`src/rtl/main_memory_arbiter.sv`:
```
// Round-robin arbiter sharing one main memory controller port.
// Sequences one transaction at a time: issue pulse, bounded wait, respond.
module main_memory_arbiter #(
    parameter int NUM_REQ        = 2,
    parameter int ADDR_WIDTH     = 32,
    parameter int DATA_WIDTH     = 32,
    parameter int TIMEOUT_CYCLES = 64
) (
    input  logic                             clk,
    input  logic                             reset,
    input  logic [NUM_REQ-1:0]               req_valid,
    input  logic [NUM_REQ-1:0]               req_write,
    input  logic [NUM_REQ*ADDR_WIDTH-1:0]    req_address,
    input  logic [NUM_REQ*DATA_WIDTH-1:0]    req_write_data,
    output logic [NUM_REQ-1:0]               req_done,
    output logic [NUM_REQ-1:0]               req_error,
    output logic [DATA_WIDTH-1:0]            resp_read_data,
    output logic [NUM_REQ-1:0]               grant,
    output logic                             busy,
    output logic                             main_memory_read_request,
    output logic                             main_memory_write_request,
    output logic [ADDR_WIDTH-1:0]            main_memory_address,
    output logic [DATA_WIDTH-1:0]            main_memory_write_data,
    input  logic [DATA_WIDTH-1:0]            main_memory_read_data,
    input  logic                             main_memory_ready
);

    localparam int IW = (NUM_REQ > 1) ? $clog2(NUM_REQ) : 1;
    localparam int CW = $clog2(TIMEOUT_CYCLES);

    typedef enum logic [1:0] {
        S_IDLE,
        S_ISSUE,
        S_WAIT,
        S_RESPOND
    } state_t;

    state_t state, state_nx;

    logic [IW-1:0]         ptr;
    logic [IW-1:0]         idx;
    logic [IW-1:0]         pick;
    logic [IW-1:0]         hi_pick;
    logic [IW-1:0]         lo_pick;
    logic                  hi_found;
    logic                  lo_found;
    logic                  found;
    logic                  wr_q;
    logic                  ok_q;
    logic [CW-1:0]         cnt;
    logic                  timeout;
    logic [ADDR_WIDTH-1:0] addr_q;
    logic [DATA_WIDTH-1:0] data_q;
    logic [NUM_REQ-1:0]    own;

    logic [ADDR_WIDTH-1:0] addr_arr [NUM_REQ];
    logic [DATA_WIDTH-1:0] data_arr [NUM_REQ];

    for (genvar g = 0; g < NUM_REQ; g++) begin : g_slice
        assign addr_arr[g] = req_address[g*ADDR_WIDTH +: ADDR_WIDTH];
        assign data_arr[g] = req_write_data[g*DATA_WIDTH +: DATA_WIDTH];
    end

    // Lowest set bit at or above ptr wins; otherwise lowest set bit below it.
    always_comb begin
        hi_found = 1'b0;
        lo_found = 1'b0;
        hi_pick  = '0;
        lo_pick  = '0;
        for (int i = NUM_REQ - 1; i >= 0; i--) begin
            if (req_valid[i]) begin
                if (IW'(i) >= ptr) begin
                    hi_found = 1'b1;
                    hi_pick  = IW'(i);
                end else begin
                    lo_found = 1'b1;
                    lo_pick  = IW'(i);
                end
            end
        end
        found = hi_found | lo_found;
        pick  = hi_found ? hi_pick : lo_pick;
    end

    assign timeout = (cnt == CW'(TIMEOUT_CYCLES - 1));

    always_ff @(posedge clk) begin
        if (reset) state <= S_IDLE;
        else       state <= state_nx;
    end

    always_comb begin
        state_nx = state;
        unique case (state)
            S_IDLE:    if (found) state_nx = S_ISSUE;
            S_ISSUE:   state_nx = S_WAIT;
            S_WAIT:    if (main_memory_ready || timeout) state_nx = S_RESPOND;
            S_RESPOND: state_nx = S_IDLE;
            default:   state_nx = S_IDLE;
        endcase
    end

    always_ff @(posedge clk) begin
        if (reset) begin
            ptr            <= '0;
            idx            <= '0;
            wr_q           <= 1'b0;
            ok_q           <= 1'b0;
            cnt            <= '0;
            addr_q         <= '0;
            data_q         <= '0;
            resp_read_data <= '0;
        end else begin
            unique case (state)
                S_IDLE: begin
                    if (found) begin
                        idx    <= pick;
                        wr_q   <= req_write[pick];
                        addr_q <= addr_arr[pick];
                        data_q <= data_arr[pick];
                    end
                end
                S_ISSUE: cnt <= '0;
                S_WAIT: begin
                    cnt  <= cnt + 1'b1;
                    ok_q <= main_memory_ready;
                    if (main_memory_ready && !wr_q)
                        resp_read_data <= main_memory_read_data;
                end
                S_RESPOND: begin
                    if (idx == IW'(NUM_REQ - 1)) ptr <= '0;
                    else                         ptr <= idx + 1'b1;
                end
                default: ;
            endcase
        end
    end

    assign own  = {{(NUM_REQ-1){1'b0}}, 1'b1} << idx;
    assign busy = (state != S_IDLE);

    assign grant     = busy ? own : '0;
    assign req_done  = (state == S_RESPOND && ok_q)  ? own : '0;
    assign req_error = (state == S_RESPOND && !ok_q) ? own : '0;

    assign main_memory_read_request  = (state == S_ISSUE) && !wr_q;
    assign main_memory_write_request = (state == S_ISSUE) && wr_q;
    assign main_memory_address       = addr_q;
    assign main_memory_write_data    = data_q;

endmodule

```
`config.mk`:
```
export PLATFORM = sky130hd
export DESIGN_NAME = main_memory_arbiter
export DESIGN_NICKNAME = d
export VERILOG_FILES = /design/src/rtl/main_memory_arbiter.sv
export SDC_FILE = /design/constraint.sdc
export NUM_CORES = 1
export LEC_CHECK = 0
export CAP_MARGIN = 15
export CORE_ASPECT_RATIO = 0.75
export CORE_UTILIZATION = 41
export CTS_CLUSTER_SIZE = 12
export DETAILED_ROUTE_END_ITERATION = 16
export PLACE_DENSITY = 0.9
export SLEW_MARGIN = 15
export SYNTH_ARGS = -nofsm -noshare
export SYNTH_HDL_FRONTEND = slang
export SYNTH_SLANG_ARGS = --single-unit
```
`constraint.sdc`:
```
create_clock -name clk -period 3.6 [get_ports clk]
set_clock_uncertainty 0.15 [all_clocks]
set_input_delay 0.72 -clock clk [delete_from_list [all_inputs] [get_ports clk]]
set_output_delay 0.72 -clock clk [all_outputs]
set_load 0.1 [all_outputs]
```
==> run metrics <==
status completed; Max VDD drop 0.553 mV; Pint 3.14 mW; Vias approximately 4500; Pwr Total 6.76 mW; CTS buffer count 9; wire length per cell 15.6 um; total wire length approximately 14 mm; Post-CTS Setup Inserts 0; gr usage total 0.224; final-stage net count 923; layout cells sized above 1 0.131; Die Wd 126 um; sw frac 0.536; vias per cell 5.01; syn_area_per_cell approximately 9.5 um2; top-level port count 272; hpwl dp approximately 11 mm; initial core utilization 0.427; number of diodes 0; CP max-delay cell clkdlybuf4s50_1; Critical Path Fanout Max 2; r2r setup slk 1580 ps; Longest Clk Path Bufs 2; Final period util 0.752; Final Setup Violations 0; syn_nets between 600 and 700; unrepaired setup endpoints after global routing false; post-route ant nets 0; Placer Congestion 0.876; gr ovfl total 0; hold-fix buffers at CTS 0; CP startpoint kind flop; # clock sinks roughly 110; first-pass GRT wire length 21.1 mm; sequential cell area fraction in the yosys report 0.456; vias in the first global route 4237; Leak ~3.2 nW; delay-heaviest family, CP buffers and inverters; DRC 0; Slowest Stage Delay on Critical Path 1160 ps; Skew-Pair Late Insertion Delay 340 ps; #FFs+latches synth 108; Layout Area Growth over Synthesis 63.4%; Final Util 0.698; fmax 369 MHz; min Tclk post-route 2710 ps; 1st-iter DRT viols 218; initial antenna violation count 0; Ys Warns 0; mapped cell area 4740 um2; clock power share 0.159; Slew Limit Fails 0; CP arrival 1840 ps; PwrDens 872 nW/um2; number of flops mapped to enable cells by yosys 0; Core ar. about 11000 um2; DR pass1 iterations 4; PostCTS Resize Cnt 0; Setup Total Neg Slack 0 ps; Netlist cell types 32; endpoint class of the critical path output port; post-synthesis instance total 501; ys async rst share 0; worst path cell trace clkdlybuf4s50_1; Crit path buffers/inverters 1; critical path class flop to output port; floorplan row count 33; full die area 12000 um2; final hold viol count 0; Top FF cell, synth dfxtp_1; max_slew headroom 0.332; CTS root buffer clkbuf_16; largest net degree at the start of global routing 66; Worst Max-Slew Pin Slew 999 ps; Min-Delay Path Class flop to flop; combinational share of power 0.595; Port Buffers approximately 270; Clock Pin Slew Worst Setup and Hold Paths 70 ps; CTS tree yes; WP data required roughly 2700 ps; max cap viols 0; Die H 95.2 um; Reg power frac 0.245; Psw 3.62 mW; htree depth 3
cells in the mapped netlist (2+ instances only):
cell type	number	area, um2
a211oi_1	26	195
a211oi_2	39	488
a21oi_1	35	175
buf_2	15	75.1
buf_4	2	15.0
buf_8	4	60.1
clkbuf_1	17	63.8
dfxtp_1	108	2160
ha_1	5	62.6
inv_1	5	18.8
inv_2	2	7.51
mux2i_1	67	671
nand2_1	72	270
nand2b_1	3	18.8
nand4_1	2	12.5
nor2_1	80	300
xor2_1	4	35.0
power by group through the flow:
stage | clock network (mW) | registers [mW] | logic (mW)
after floorplan | 0 | 3.55 | 1.23
after global placement | 0 | 1.67 | 3.96
after detailed placement | 0 | 1.68 | 4.03
after CTS | 1.11 | 1.66 | 4.04
after global routing | 1.15 | 1.69 | 4.19
final | 1.08 | 1.66 | 4.02
cell type report:
cell class	count	area (um2)
clock inverters	7	105
repair buffers	279	2720
fillers	833	3350
inverters	7	26.3
well taps	140	175
clock buffers	9	225
flip-flops and latches	108	2160
multi-input cells	346	2340
per-stage QoR:
stage | instances | instance area (um2) | hold slack, ps | setup WS, ps
floorplan | 501 | 4740 | 313 | 818
global placement | 880 | 7420 | 291 | 906
detailed placement | 880 | 7420 | 297 | 844
CTS | 896 | 7750 | 307 | 871
global route | 896 | 7750 | 323 | 849
finish | 896 | 7750 | 306 | 893
cells in the final DEF (no fill, tap or decap), types with 2 or more instances in the layout:
| master | synthesis | layout |
|---|---|---|
| inv_1 | 5 | 5 |
| clkdlybuf4s50_1 | 0 | 241 |
| bufinv_16 | 0 | 2 |
| nand2_1 | 72 | 72 |
| inv_2 | 2 | 2 |
| inv_6 | 0 | 2 |
| buf_4 | 2 | 36 |
| nand2b_1 | 3 | 3 |
| a211oi_2 | 39 | 39 |
| mux2i_1 | 67 | 67 |
| ha_1 | 5 | 5 |
| nor2_1 | 80 | 79 |
| a211oi_1 | 26 | 26 |
| nand4_1 | 2 | 2 |
| dfxtp_1 | 108 | 108 |
| clkbuf_16 | 0 | 9 |
| xor2_1 | 4 | 4 |
| a21oi_1 | 35 | 35 |
| buf_12 | 0 | 2 |
worst paths after layout:
path | startpoint | endpoint | cells after the start
worst max-delay path | resp_read_data[29]$_SDFFE_PP0P_ | resp_read_data[29] | 1
worst min-delay path | resp_read_data[22]$_SDFFE_PP0P_ | resp_read_data[22]$_SDFFE_PP0P_ | 2
worst min register to register | resp_read_data[22]$_SDFFE_PP0P_ | resp_read_data[22]$_SDFFE_PP0P_ | 2
worst max register to register | state[0]$_SDFFE_PP0P_ | main_memory_address[30]$_SDFFE_PP0P_ | 7
state kept, by name, summed over array words and instances (netlist names):
signal and count:
cnt 6, idx 1, main_memory_address 32, main_memory_write_data 32, ok_q 1, ptr 1
resp_read_data 32, state 2, wr_q 1
kinds of logic after synthesis:
| family | after synthesis | synth area share |
|---|---|---|
| and+or+nand+nor | 163 | 0.136 |
| DFF | 108 | 0.456 |
| AOI/OAI and AO/OA | 106 | 0.191 |
| muxes | 67 | 0.141 |
| buffers and inverters | 47 | 0.0538 |
| xor gates and xnor gates | 5 | 0.00923 |
| adders and majority gates | 5 | 0.0132 |
metal layers:
metal | track usage | vias up | routed length [um]
li1 | - | 2229 | -
met1 | 0.255 | 2081 | 5840
met5 | 0 | - | 0
met2 | 0.416 | 165 | 7050
met4 | 0.0562 | 0 | 205
met3 | 0.0640 | 17 | 889
(Power assumes the default switching activity.)
